$ cat src/rtl/pipe_hazard_ctrl_if.sv
// Control bus between the pipeline datapath and pipe_hazard_ctrl.
// The datapath side uses the master modport; the hazard controller uses the slave modport.
interface pipe_hazard_ctrl_if #(
  parameter int RA_W   = 5,
  parameter int FSEL_W = 2,
  parameter int CNT_W  = 32
);
  logic              id_valid;
  logic [RA_W-1:0]   id_rs1;
  logic [RA_W-1:0]   id_rs2;
  logic              id_use_rs1;
  logic              id_use_rs2;
  logic [RA_W-1:0]   id_rd;
  logic              id_regwrite;
  logic              id_memread;
  logic              mem_access;
  logic              dmem_ready;
  logic              branch_taken;

  logic              pc_write;
  logic              if_id_write;
  logic              id_ex_bubble;
  logic              flush_young;
  logic              freeze;
  logic [FSEL_W-1:0] fwd_a;
  logic [FSEL_W-1:0] fwd_b;
  logic [CNT_W-1:0]  perf_stall;
  logic [CNT_W-1:0]  perf_freeze;
  logic [CNT_W-1:0]  perf_flush;

  modport master (
    output id_valid, id_rs1, id_rs2, id_use_rs1, id_use_rs2, id_rd,
           id_regwrite, id_memread, mem_access, dmem_ready, branch_taken,
    input  pc_write, if_id_write, id_ex_bubble, flush_young, freeze,
           fwd_a, fwd_b, perf_stall, perf_freeze, perf_flush
  );

  modport slave (
    input  id_valid, id_rs1, id_rs2, id_use_rs1, id_use_rs2, id_rd,
           id_regwrite, id_memread, mem_access, dmem_ready, branch_taken,
    output pc_write, if_id_write, id_ex_bubble, flush_young, freeze,
           fwd_a, fwd_b, perf_stall, perf_freeze, perf_flush
  );
endinterface

$ cat src/rtl/pipe_hazard_ctrl.sv
// Combined hazard / forwarding controller for the 5-stage RV32I pipeline.
// Define PIPE_HAZARD_PERF_EN to build the stall/freeze/flush event counters.
module pipe_hazard_ctrl #(
  parameter int NFWD   = 2,
  parameter int RA_W   = 5,
  parameter int FSEL_W = 2,
  parameter int CNT_W  = 32
) (
  input logic               clk,
  input logic               reset,
  pipe_hazard_ctrl_if.slave bus
);

  // Slot 0 is EX; slot k is k stages past EX. Only EX needs its sources and load flag.
  logic [NFWD:0]   slot_valid;
  logic [NFWD:0]   slot_regwrite;
  logic [RA_W-1:0] slot_rd [NFWD+1];
  logic            ex_memread;
  logic [RA_W-1:0] ex_rs1;
  logic [RA_W-1:0] ex_rs2;

  logic              freeze;
  logic              flush;
  logic              load_use;
  logic              stall;
  logic [FSEL_W-1:0] fwd_a;
  logic [FSEL_W-1:0] fwd_b;

  always_comb begin
    freeze   = ~reset & bus.mem_access & ~bus.dmem_ready;
    flush    = ~reset & bus.branch_taken & ~freeze;
    load_use = bus.id_valid & slot_valid[0] & ex_memread & (slot_rd[0] != '0) &
               ((bus.id_use_rs1 & (bus.id_rs1 == slot_rd[0])) |
                (bus.id_use_rs2 & (bus.id_rs2 == slot_rd[0])));
    stall    = ~reset & load_use & ~freeze & ~flush;
  end

  // Scan oldest to youngest so the youngest matching producer is the last to assign.
  always_comb begin
    fwd_a = '0;
    fwd_b = '0;
    for (int k = NFWD; k >= 1; k--) begin
      if (slot_valid[k] && slot_regwrite[k] && (slot_rd[k] != '0)) begin
        if (slot_rd[k] == ex_rs1) fwd_a = FSEL_W'(k);
        if (slot_rd[k] == ex_rs2) fwd_b = FSEL_W'(k);
      end
    end
    if (reset || !slot_valid[0]) begin
      fwd_a = '0;
      fwd_b = '0;
    end
  end

  always_ff @(posedge clk) begin
    if (reset) begin
      slot_valid    <= '0;
      slot_regwrite <= '0;
      for (int k = 0; k <= NFWD; k++) slot_rd[k] <= '0;
      ex_memread    <= 1'b0;
      ex_rs1        <= '0;
      ex_rs2        <= '0;
    end else if (!freeze) begin
      slot_valid[0]    <= bus.id_valid & ~stall & ~flush;
      slot_regwrite[0] <= bus.id_regwrite;
      slot_rd[0]       <= bus.id_rd;
      ex_memread       <= bus.id_memread;
      ex_rs1           <= bus.id_rs1;
      ex_rs2           <= bus.id_rs2;
      // A taken branch also kills the instruction leaving EX for MEM.
      for (int k = 1; k <= NFWD; k++) begin
        slot_valid[k]    <= slot_valid[k-1] & ~(flush & (k == 1));
        slot_regwrite[k] <= slot_regwrite[k-1];
        slot_rd[k]       <= slot_rd[k-1];
      end
    end
  end

  assign bus.freeze       = freeze;
  assign bus.flush_young  = flush;
  assign bus.id_ex_bubble = stall;
  assign bus.pc_write     = ~freeze & ~stall;
  assign bus.if_id_write  = ~freeze & ~stall;
  assign bus.fwd_a        = fwd_a;
  assign bus.fwd_b        = fwd_b;

`ifdef PIPE_HAZARD_PERF_EN
  logic [CNT_W-1:0] perf_stall_q;
  logic [CNT_W-1:0] perf_freeze_q;
  logic [CNT_W-1:0] perf_flush_q;

  always_ff @(posedge clk) begin
    if (reset) begin
      perf_stall_q  <= '0;
      perf_freeze_q <= '0;
      perf_flush_q  <= '0;
    end else begin
      if (stall)  perf_stall_q  <= perf_stall_q + CNT_W'(1);
      if (freeze) perf_freeze_q <= perf_freeze_q + CNT_W'(1);
      if (flush)  perf_flush_q  <= perf_flush_q + CNT_W'(1);
    end
  end

  assign bus.perf_stall  = perf_stall_q;
  assign bus.perf_freeze = perf_freeze_q;
  assign bus.perf_flush  = perf_flush_q;
`else
  assign bus.perf_stall  = '0;
  assign bus.perf_freeze = '0;
  assign bus.perf_flush  = '0;
`endif

endmodule

$ cat src/flat_wrapper.sv
// flat-port wrapper written by rule: the top's interface ports become plain ports
module pipe_hazard_ctrl_flat 
#(
  parameter int NFWD   = 2,
  parameter int RA_W   = 5,
  parameter int FSEL_W = 2,
  parameter int CNT_W  = 32
)
  (clk, reset, bus_id_valid, bus_id_rs1, bus_id_rs2, bus_id_use_rs1, bus_id_use_rs2, bus_id_rd, bus_id_regwrite, bus_id_memread, bus_mem_access, bus_dmem_ready, bus_branch_taken, bus_pc_write, bus_if_id_write, bus_id_ex_bubble, bus_flush_young, bus_freeze, bus_fwd_a, bus_fwd_b, bus_perf_stall, bus_perf_freeze, bus_perf_flush);
  pipe_hazard_ctrl_if #(.RA_W(RA_W), .FSEL_W(FSEL_W), .CNT_W(CNT_W)) bus_i ();
  input logic clk;
  input logic reset;
  input wire logic [$bits(bus_i.id_valid)-1:0] bus_id_valid;
  input wire logic [$bits(bus_i.id_rs1)-1:0] bus_id_rs1;
  input wire logic [$bits(bus_i.id_rs2)-1:0] bus_id_rs2;
  input wire logic [$bits(bus_i.id_use_rs1)-1:0] bus_id_use_rs1;
  input wire logic [$bits(bus_i.id_use_rs2)-1:0] bus_id_use_rs2;
  input wire logic [$bits(bus_i.id_rd)-1:0] bus_id_rd;
  input wire logic [$bits(bus_i.id_regwrite)-1:0] bus_id_regwrite;
  input wire logic [$bits(bus_i.id_memread)-1:0] bus_id_memread;
  input wire logic [$bits(bus_i.mem_access)-1:0] bus_mem_access;
  input wire logic [$bits(bus_i.dmem_ready)-1:0] bus_dmem_ready;
  input wire logic [$bits(bus_i.branch_taken)-1:0] bus_branch_taken;
  output wire logic [$bits(bus_i.pc_write)-1:0] bus_pc_write;
  output wire logic [$bits(bus_i.if_id_write)-1:0] bus_if_id_write;
  output wire logic [$bits(bus_i.id_ex_bubble)-1:0] bus_id_ex_bubble;
  output wire logic [$bits(bus_i.flush_young)-1:0] bus_flush_young;
  output wire logic [$bits(bus_i.freeze)-1:0] bus_freeze;
  output wire logic [$bits(bus_i.fwd_a)-1:0] bus_fwd_a;
  output wire logic [$bits(bus_i.fwd_b)-1:0] bus_fwd_b;
  output wire logic [$bits(bus_i.perf_stall)-1:0] bus_perf_stall;
  output wire logic [$bits(bus_i.perf_freeze)-1:0] bus_perf_freeze;
  output wire logic [$bits(bus_i.perf_flush)-1:0] bus_perf_flush;
  assign bus_i.id_valid = bus_id_valid;
  assign bus_i.id_rs1 = bus_id_rs1;
  assign bus_i.id_rs2 = bus_id_rs2;
  assign bus_i.id_use_rs1 = bus_id_use_rs1;
  assign bus_i.id_use_rs2 = bus_id_use_rs2;
  assign bus_i.id_rd = bus_id_rd;
  assign bus_i.id_regwrite = bus_id_regwrite;
  assign bus_i.id_memread = bus_id_memread;
  assign bus_i.mem_access = bus_mem_access;
  assign bus_i.dmem_ready = bus_dmem_ready;
  assign bus_i.branch_taken = bus_branch_taken;
  assign bus_pc_write = bus_i.pc_write;
  assign bus_if_id_write = bus_i.if_id_write;
  assign bus_id_ex_bubble = bus_i.id_ex_bubble;
  assign bus_flush_young = bus_i.flush_young;
  assign bus_freeze = bus_i.freeze;
  assign bus_fwd_a = bus_i.fwd_a;
  assign bus_fwd_b = bus_i.fwd_b;
  assign bus_perf_stall = bus_i.perf_stall;
  assign bus_perf_freeze = bus_i.perf_freeze;
  assign bus_perf_flush = bus_i.perf_flush;
  pipe_hazard_ctrl #(.NFWD(NFWD), .RA_W(RA_W), .FSEL_W(FSEL_W), .CNT_W(CNT_W)) u_core (.clk(clk), .reset(reset), .bus(bus_i));
endmodule
$ cat config.mk
export PLATFORM = sky130hd
export DESIGN_NAME = pipe_hazard_ctrl_flat
export DESIGN_NICKNAME = d
export VERILOG_FILES = /design/src/rtl/pipe_hazard_ctrl_if.sv /design/src/rtl/pipe_hazard_ctrl.sv /design/src/flat_wrapper.sv
export SDC_FILE = /design/constraint.sdc
export NUM_CORES = 1
export LEC_CHECK = 0
export ABC_AREA = 1
export BUFFER_PORTS_ARGS = -buffer_cell sky130_fd_sc_hd__buf_4
export CAP_MARGIN = 20
export CORE_MARGIN = 2
export CORE_UTILIZATION = 46
export DETAILED_ROUTE_END_ITERATION = 16
export PLACE_DENSITY = 0.83
export REMOVE_ABC_BUFFERS = 1
export SLEW_MARGIN = 20
export SYNTH_ARGS = -nofsm -noshare
export SYNTH_HDL_FRONTEND = slang
export SYNTH_SLANG_ARGS = --single-unit
$ cat constraint.sdc
create_clock -name clk -period 1.6 [get_ports clk]
set_clock_uncertainty 0.05 [all_clocks]
set_input_delay 0.32 -clock clk [delete_from_list [all_inputs] [get_ports clk]]
set_output_delay 0.32 -clock clk [all_outputs]
set_load 0.005 [all_outputs]
# After elaboration in Yosys (flattened, before gate mapping)
# Memories as Yosys holds them, arrays and structs flattened.
# Cells that the tools add are included.
# totals
ff_bits	17
mem_bits_rw	15
n_memories	1
input_bits	25
word_cells	65
# mem_list
memory	words	word_bits	read_ports	rd_clocked_by_memory_dff	wr	line_no	source
u_core.slot_rd	3	5	3	0	3	pipe_hazard_ctrl.sv:17	logic [RA_W-1:0] slot_rd [NFWD+1];
# op_classes
eq_ne	6
reduce_logical	9
n_bitwise	26
muxes	18
# op_table
operator	count
$eq 5x5->1	6
$mux 2	10
$and 1x1->1	17
$mux 5	3
$reduce_bool 5->1	3
$mux 1	5
$not 1->1	5
$logic_and 1x1->1	4
$or 1x1->1	4
$logic_not 1->1	1
$logic_or 1x1->1	1

# Longest topological paths before layout
# Gate-level depths: netlist of run 1.
# An unclocked memory read counts as a cell.
# depth
depth_word	11
mapped_depth	10

# Worst setup path after synthesis of run 1
# No wires, ideal clock.
# synth_path
path_kind	input-to-output
from	in bus_dmem_ready
to	out bus_pc_write
n_path_buf	1
arrival_ns	1.149
stages	10
setup_slack_ns	0.081
cell_sequence	inv_1 > nand2_1 > nor2_4 > nor2_4 > nand2_1 > nor2_1 > nand2_1 > inv_1 > nor2_1 > buf_4
# synth_between
elab_chain_cells	8
word_cells_on_any_way	9
cone_classes	bitwise: 9
# synth_lines
element	line_no	source
start, declared	flat_wrapper.sv:22	input wire logic [$bits(bus_i.dmem_ready)-1:0] bus_dmem_ready;
$not 1->1 *	pipe_hazard_ctrl.sv:30	freeze = ~reset & bus.mem_access & ~bus.dmem_ready;
$and 1x1->1 *	pipe_hazard_ctrl.sv:30	
$not 1->1 *	pipe_hazard_ctrl.sv:31, pipe_hazard_ctrl.sv:35	
$and 1x1->1	pipe_hazard_ctrl.sv:31	flush = ~reset & bus.branch_taken & ~freeze;
$not 1->1	pipe_hazard_ctrl.sv:35	stall = ~reset & load_use & ~freeze & ~flush;
$and 1x1->1 *	pipe_hazard_ctrl.sv:35	
via bus_id_ex_bubble	flat_wrapper.sv:26	output wire logic [$bits(bus_i.id_ex_bubble)-1:0] bus_id_ex_bubble;
$not 1->1 *	-	
$and 1x1->1 *	-	
end, declared	flat_wrapper.sv:24	output wire logic [$bits(bus_i.pc_write)-1:0] bus_pc_write;
# The timed path passes the listed nets; every way through them passes the cells marked *.

==> results.cfg, run 1 <==
[run_status]
status = complete, but fails checks
violations = setup timing

[finish]
insertedDiodeCount = 0
area_delta_synth_final_pct = 10.5
n_fill_cell = 480
nets = 394
drive_gt1_share_pct = 21.4
ff_latch_area_um2 = 791
multi_input_area_um2 = 1160
final_cell_mix = 96 x conb_1, 54 x nand2_1, 45 x buf_4
layout_commonest_cell = conb_1

[yosys]
yosysUniqueCellTypes = 22
synth.area.top_cells = buf_4 30%, edfxtp_1 19%, dfxtp_1 14%
synth_simple_gate_area_share_pct = 19.2
synth_top_cell_area_share_pct = 29.9
synth.avg_cell_area_um2 = 7.68
yosysTopAreaCell = buf_4
yosys_register_bits = 32
synth_top_family_by_area = buffers and inverters
synth_compound_area_share_pct = 4.37
synth_edf_count = 15
ys_warn_count = 0
syn_inst = 317
synth_mux_area_share_pct = 0
syn-cell-area_um2 = 2430
synth_xor_area_share_pct = 7.20
synthFlopType = dfxtp_1
synthAdderAreaFrac_pct = 0
synthArstFlopShare_pct = 0
ys_seq_area_share_pct = 32.5

[grt]
grt_overflow = 0
grt_start_max_net_pins = 29
grt_usage_pct = 14.8
antenna_found_initial = 0
grt_pass1_wl_mm = 6.92
grt_pass1_vias = 1567

[critical_path]
crit_required_ps = 1230
cp-end-kind = output port
worstPathMaxFanout = 2
start_kind = flop
crit_arrival_ps = 1530
crit_type = reg -> out

[place]
pre_cts_slack_ps = -30.7
routabilityCongestion = 0.944
dpl.hpwl_mm = 3.47
portBuffers = 33

[clock_tree]
clockBufferDepth = 2
cts-hold-fix-buffers = 0
cts_made_buffers = 5
clk_pin_slew_ps = 70
htreeDepth = 2
clock_sinks = 32
clkLatencyLatePin_ps = 290
ctsRootBufferMaster = clkbuf_8
tritoncts = yes

[drt]
drt_iter0_drc = 79
via_per_inst = 4.03
num_vias = 1772
dr.pass1.iters = 4
route.detailed.drc = 0
totalWireLength_mm = 4.39
wire_per_inst_um = 9.99
drtAntennaViolNets = 0

[floorplanning]
core.rowCount = 26
die_area_um2 = 5890
die-width_um = 76.7
core-area_um2 = 5110
start_util_pct = 47.6
die_y_um = 76.7
io_pins = 130

[sta]
fin_crit_sh_pct = 119
hold_viol_final = 0
finalWorstSetupSlack_ps = -296
fmax_mhz = 527
setup_viol = 7
period_needed_ps = 1900
rsz0062_at_grt = yes
setup_tns_ps = -1850
drv_slew = 0

[power_and_ir_drop]
p_leak_nw = 1.44
ir_drop_uv = 590
p_per_area_nw_per_um2 = 774

[job]
cap_violations = 0

[worst_hold_path]
worstHoldPathType = in -> reg
-- where the power goes --
part | total (mW) | leakage (nW) | switching (mW) | internal (mW)
registers | 0.974 | 0.313 | 0.0560 | 0.917
logic | 0.422 | 1.07 | 0.241 | 0.181
clock network | 0.685 | 0.0515 | 0.293 | 0.392
-- registers in the layout (all words and copies together) (netlist names) --
register,flops
u_core.slot_valid,3
u_core.slot_rd,15
u_core.ex_rs2,5
u_core.ex_memread,1
u_core.slot_regwrite,3
u_core.ex_rs1,5
-- timing repair --
| item | CTS | global route |
|---|---|---|
| endpoints found under the setup margin | 7 | 7 |
| setup buffers | 0 | 0 |
| resized for setup | 17 | 1 |
| pin swaps | 13 | 3 |
-- routing by layer --
layer  GRT usage [%]  up-vias  share of wire (%)
li1                -      887                  -
met1            15.7      794                 37
met2            27.2       82                 54
met3            3.53        9                6.7
met4            7.45        0                1.9
met5               0        -                  0
-- cells in the mapped netlist, types with 2 or more instances --
cell type and n:
xor2_1 10, nand2_1 57, xnor2_1 10, nor2_1 33, o21ai_0 10, edfxtp_1 15
nor2_4 2, buf_6 2, o21ai_2 4, buf_4 97, inv_1 35, dfxtp_1 17
nand3_1 10, nor3_1 6, nor4_1 2
-- through the flow --
step / power [mW] / area (um2) / instances / hold slack (ps) / utilization [%]
final: 2.08 / 2690 / 440 / 200 / 52.6
after floorplan: 1.22 / 2030 / 312 / 379 / -
after global routing: 2.18 / 2690 / 440 / 214 / 52.6
after CTS: 2.09 / 2690 / 440 / 193 / 52.6
after global placement: 1.36 / 2520 / 432 / 392 / 49.4
after detailed placement: 1.38 / 2520 / 432 / 413 / 49.4
-- worst paths after layout --
path                                                end  cells past startpoint  slack (ps)                    start
worst max register to register     u_core.slot_valid[0]                     10         210     u_core.slot_rd[0][4]
worst max-delay path                    bus_if_id_write                     10        -300     u_core.slot_rd[0][4]
worst min-delay path            u_core.slot_regwrite[0]                      3         200          bus_id_regwrite
worst min register to register  u_core.slot_regwrite[2]                      2         430  u_core.slot_regwrite[2]
-- critical path, stage by stage, from the launching register on --
cell      delay, ps
edfxtp_1        430
buf_6           150
nand2_1          70
nand2_1          50
nor2_1           80
nand3_1          80
nand2_1          80
nand2_2          60
inv_2            70
nor2_4           50
buf_6           110
-- cells by family after synthesis --
kind of cell	after synthesis
flops	32
xor+xnor	20
other cells	1
compound gates	16
simple gates	112
buf+inv	136
-- final cells by class --
class,instances,share of cell area [%]
Multi-Input combinational cell,244,43.3
Sequential cell,32,29.4
Timing Repair Buffer,50,15.3
Inverter,36,5.03
Clock buffer,8,3.72
Tap cell,70,3.26
Note: power is estimated with default switching activity, not from simulation.
==> run 2, diff against run 1 <==
--- a/config.mk
+++ b/config.mk
@@ -13,6 +13,7 @@
 export DETAILED_ROUTE_END_ITERATION = 16
 export PLACE_DENSITY = 0.83
 export REMOVE_ABC_BUFFERS = 1
+export SETUP_SLACK_MARGIN = 0.05
 export SLEW_MARGIN = 20
 export SYNTH_ARGS = -nofsm -noshare
 export SYNTH_HDL_FRONTEND = slang
==> results.cfg, run 2 (synthesis results as in run 1) <==
[sta]
setup_tns_ps = -1840
hold_viol_final = 0
setup_viol = 7
period_needed_ps = 1890
hold_slack_ps = 199
fmax_mhz = 528
fin_crit_sh_pct = 118
rsz0062_at_grt = yes
drv_slew = 0
finalWorstSetupSlack_ps = -293

[clock_tree]
cts_made_buffers = 5
post-cts-setup-buffers = 0
htreeDepth = 2
clkLatencyLatePin_ps = 290
tritoncts = yes
clock_sinks = 32
cts-hold-fix-buffers = 0
clk_pin_slew_ps = 70
clockBufferDepth = 2
ctsRootBufferMaster = clkbuf_8

[power_and_ir_drop]
power.switching_uw = 592
ir_drop_uv = 589
internal_power_mw = 1.49
pwr-share-clk_pct = 33.0
pwr-share-comb_pct = 20.3
p_leak_nw = 1.44
seqPwrFrac_pct = 46.7
power_mw = 2.08
p_per_area_nw_per_um2 = 774
swShare_pct = 28.4

[grt]
met1_usage_pct = 15.7
antenna_found_initial = 0
busiest_layer = met2
grt_util_met2_pct = 27.2
grt_use_met3_pct = 3.53
grt_overflow = 0
grt_pass1_wl_mm = 6.92
grt_usage_pct = 14.8
grt_start_max_net_pins = 29
grt_pass1_vias = 1567

[critical_path]
crit_arrival_ps = 1520
r2r_setup_slack_ps = 210
worst_r2r_endpoint = u_core.slot_valid[0]
r2r-start = u_core.slot_rd[0][4]
crit_type = reg -> out
cp-end-kind = output port
start_kind = flop
r2r_cells = 10
worstPathMaxFanout = 2
crit_required_ps = 1230

[finish]
layout_commonest_cell = conb_1
area_delta_synth_final_pct = 10.6
drive_gt1_share_pct = 21.6
reg_top3 = u_core.slot_rd x15, u_core.ex_rs1 x5, u_core.ex_rs2 x5
n_fill_cell = 479
top_register = u_core.slot_rd
multi_input_area_um2 = 1170
ff_latch_area_um2 = 791
final_cell_mix = 96 x conb_1, 53 x nand2_1, 45 x buf_4
insertedDiodeCount = 0
largest_reg_flops = 15
nets = 394
fin_cells = 440

[place]
dp.cells = 432
pre_cts_slack_ps = -30.7
dpl.hpwl_mm = 3.47
routabilityCongestion = 0.944
portBuffers = 33

[drt]
drt_iter0_drc = 80
drtAntennaViolNets = 0
num_vias = 1762
route.detailed.drc = 0
via_per_inst = 4.00
dr.pass1.iters = 4
wire_per_inst_um = 9.97
totalWireLength_mm = 4.39

[worst_hold_path]
hp-start = bus_id_regwrite
hold_end = u_core.slot_regwrite[0]
worstHoldPathType = in -> reg
hold_depth = 3

[floorplanning]
die_area_um2 = 5890
io_pins = 130
die-width_um = 76.7
die_y_um = 76.7
start_util_pct = 47.6
core.rowCount = 26
core-area_um2 = 5110

[job]
cap_violations = 0

[run_status]
violations = setup timing
status = complete, but fails checks
==> run 2: cell count changes in the layout (fill, tap and decap cells not counted) <==
cell	before	now
nand2_1	54	53
nand2_2	3	4
==> run 2: repair_timing <==
item / in CTS / in global routing
setup endpoints to repair: 7 / 8
pin swaps: 13 / 3
gates resized for setup: 17 / 2
hold endpoints to repair: 0 / 0
==> run 2: area by class of cell <==
class | count | share of cell area, %
Inverter | 36 | 5.02
Timing Repair Buffer | 50 | 15.3
Tap cell | 70 | 3.25
Sequential cell | 32 | 29.4
Clock buffer | 8 | 3.72
Multi-Input combinational cell | 244 | 43.3
==> run 2: worst max-delay path, stage by stage, from the launching register on <==
cell and delay (ps):
edfxtp_1 430, buf_6 150, nand2_1 70, nand2_1 50, nor2_1 90, nand3_1 80
nand2_1 80, nand2_2 60, inv_2 70, nor2_4 50, buf_6 110
==> run 2: power by group through the flow <==
stage          clock network, mW  registers [mW]  logic (mW)
3_3_place_gp                   0           0.984       0.381
3_5_place_dp                   0           0.988       0.394
6_report                   0.687           0.973       0.422
4_1_cts                    0.697           0.972       0.418
2_1_floorplan                  0           0.979       0.241
5_1_grt                    0.728           0.981       0.475
==> run 2: how the worst max path moves through the flow <==
stage	from	to	cells after the start
after CTS	u_core.slot_rd[0][3]	bus_if_id_write	10
after detailed placement	bus_dmem_ready	bus_if_id_write	11
final	u_core.slot_rd[0][4]	bus_if_id_write	10
after global routing	u_core.slot_rd[0][3]	bus_pc_write	10
after global placement	u_core.slot_rd[0][8]	bus_fwd_b[0]	5
after floorplan	bus_dmem_ready	bus_if_id_write	9
==> run 2: per-layer routing <==
layer / wire, um / share of wire, % / vias to the layer above
li1: - / - / 885
met1: 1630 / 37 / 790
met2: 2380 / 54 / 78
met3: 295 / 6.7 / 9
met4: 82 / 1.9 / 0
met5: 0 / 0 / -
==> run 2: through the flow <==
step                instance area [um2]  utilization (%)
detailed placement                 2520             49.4
global route                       2690             52.7
finish                             2690             52.7
global placement                   2520             49.4
CTS                                2690             52.6
floorplan                          2030                -
==> run 3, diff against run 2 <==
--- a/config.mk
+++ b/config.mk
@@ -13,7 +13,7 @@
 export DETAILED_ROUTE_END_ITERATION = 16
 export PLACE_DENSITY = 0.83
 export REMOVE_ABC_BUFFERS = 1
-export SETUP_SLACK_MARGIN = 0.05
+export SETUP_SLACK_MARGIN = 0.1
 export SLEW_MARGIN = 20
 export SYNTH_ARGS = -nofsm -noshare
 export SYNTH_HDL_FRONTEND = slang
==> results.cfg, run 3 (synthesis results as in run 1) <==
[drt]
via_per_inst = 4.02
totalWireLength_mm = 4.41
num_vias = 1769
dr.pass1.iters = 4
drt_iter0_drc = 59
route.detailed.drc = 0
route.met3.wl_um = 276
wl_met1_mm = 1.65
met2_length_mm = 2.39
dr.max_layer_used = met4
wire_per_inst_um = 10.0
drtAntennaViolNets = 0

[place]
dpl.hpwl_mm = 3.47
pre_cts_slack_ps = -30.7
routabilityCongestion = 0.944
postPlaceCellArea_um2 = 2520
portBuffers = 33

[sta]
drv_slew = 0
rsz0062_at_grt = yes
fin_crit_sh_pct = 119
finalWorstSetupSlack_ps = -307
setup_viol = 7
hold_viol_final = 0
fmax_mhz = 524
period_needed_ps = 1910
hold_slack_ps = 200
setup_tns_ps = -1880

[run_status]
status = complete, but fails checks
violations = setup timing

[floorplanning]
io_pins = 130
core-area_um2 = 5110
die_area_um2 = 5890
die_y_um = 76.7
core.rowCount = 26
die-width_um = 76.7
start_util_pct = 47.6

[worst_hold_path]
worstHoldPathType = in -> reg

[grt]
grt_start_max_net_pins = 29
grt_pass1_vias = 1567
grt_usage_pct = 14.8
grt_overflow = 0
antenna_found_initial = 0
grt_pass1_wl_mm = 6.92

[clock_tree]
cts_made_buffers = 5
post-cts-setup-buffers = 0
clockBufferDepth = 2
clk_pin_slew_ps = 70
clkLatencyLatePin_ps = 290
ctsRootBufferMaster = clkbuf_8
htreeDepth = 2
cts-hold-fix-buffers = 0
tritoncts = yes
clock_sinks = 32

[finish]
drive_gt1_share_pct = 21.9
layout_commonest_cell = conb_1
final_cell_mix = 96 x conb_1, 52 x nand2_1, 45 x buf_4
nets = 394
postLayoutCellArea_um2 = 2700
n_fill_cell = 478
largest_reg_flops = 15
insertedDiodeCount = 0
area_delta_synth_final_pct = 10.9
top_register = u_core.slot_rd
reg_top3 = u_core.slot_rd x15, u_core.ex_rs1 x5, u_core.ex_rs2 x5

[power_and_ir_drop]
p_leak_nw = 1.44
ir_drop_uv = 590
power.switching_uw = 592
pwr-share-comb_pct = 20.4
pwr-share-clk_pct = 32.9
p_per_area_nw_per_um2 = 772
swShare_pct = 28.4
internal_power_mw = 1.49
seqPwrFrac_pct = 46.7
power_mw = 2.08

[critical_path]
crit_required_ps = 1230
worstPathMaxFanout = 2
start_kind = flop
crit_type = reg -> out
crit_arrival_ps = 1540
cp-end-kind = output port

[job]
cap_violations = 0
-- run 3: cell counts in the layout (fill, tap and decap cells not counted) --
No cell type changed its count.
-- run 3: power groups by stage --
stage                     Sequential [mW]  Clock [mW]  Combinational, mW
after floorplan                     0.979           0              0.241
after global placement              0.984           0              0.381
after detailed placement            0.988           0              0.394
after CTS                           0.972       0.697              0.418
after global routing                0.981       0.728              0.477
final                               0.974       0.685              0.425
-- run 3: what timing repair did --
item                       4_1_cts  5_1_grt
setup endpoints to repair        7        8
cloned                           0        0
gates resized for setup         17        4
pin swaps                       13        3
-- run 3: area by class of cell --
class | instances | area, um2 | area share, %
Multi-Input combinational cell | 244 | 1170 | 43.5
Sequential cell | 32 | 791 | 29.3
Timing Repair Buffer | 50 | 412 | 15.3
Inverter | 36 | 135 | 5.01
Clock buffer | 8 | 100 | 3.71
Tap cell | 70 | 87.6 | 3.25
-- run 3: per-stage QoR --
step	std cells	utilization, %
5_1_grt	440	52.8
2_1_floorplan	312	-
4_1_cts	440	52.6
3_5_place_dp	432	49.4
6_report	440	52.8
3_3_place_gp	432	49.4
-- run 3: per-layer routing --
metal	GRT usage, %	up-vias
met1	15.7	795
met2	27.2	76
met5	0	-
li1	-	887
met4	7.45	0
met3	3.53	11
-- run 3: worst paths after layout --
kind | cells past startpoint | end | slack (ps) | from
setup / recovery | 10 | bus_if_id_write | -310 | u_core.slot_rd[0][4]
hold / removal | 3 | u_core.slot_regwrite[0] | 200 | bus_id_regwrite
setup reg to reg | 10 | u_core.slot_valid[0] | 200 | u_core.slot_rd[0][4]
hold reg to reg | 2 | u_core.slot_regwrite[2] | 430 | u_core.slot_regwrite[2]
-- run 3: worst max-delay path, cell delays in order, from the launching register on --
cell and delay [ps]:
edfxtp_1 440, buf_6 150, nand2_1 70, nand2_1 50, nor2_1 90, nand3_1 80
nand2_1 80, nand2_2 60, inv_2 70, nor2_4 50, buf_6 110
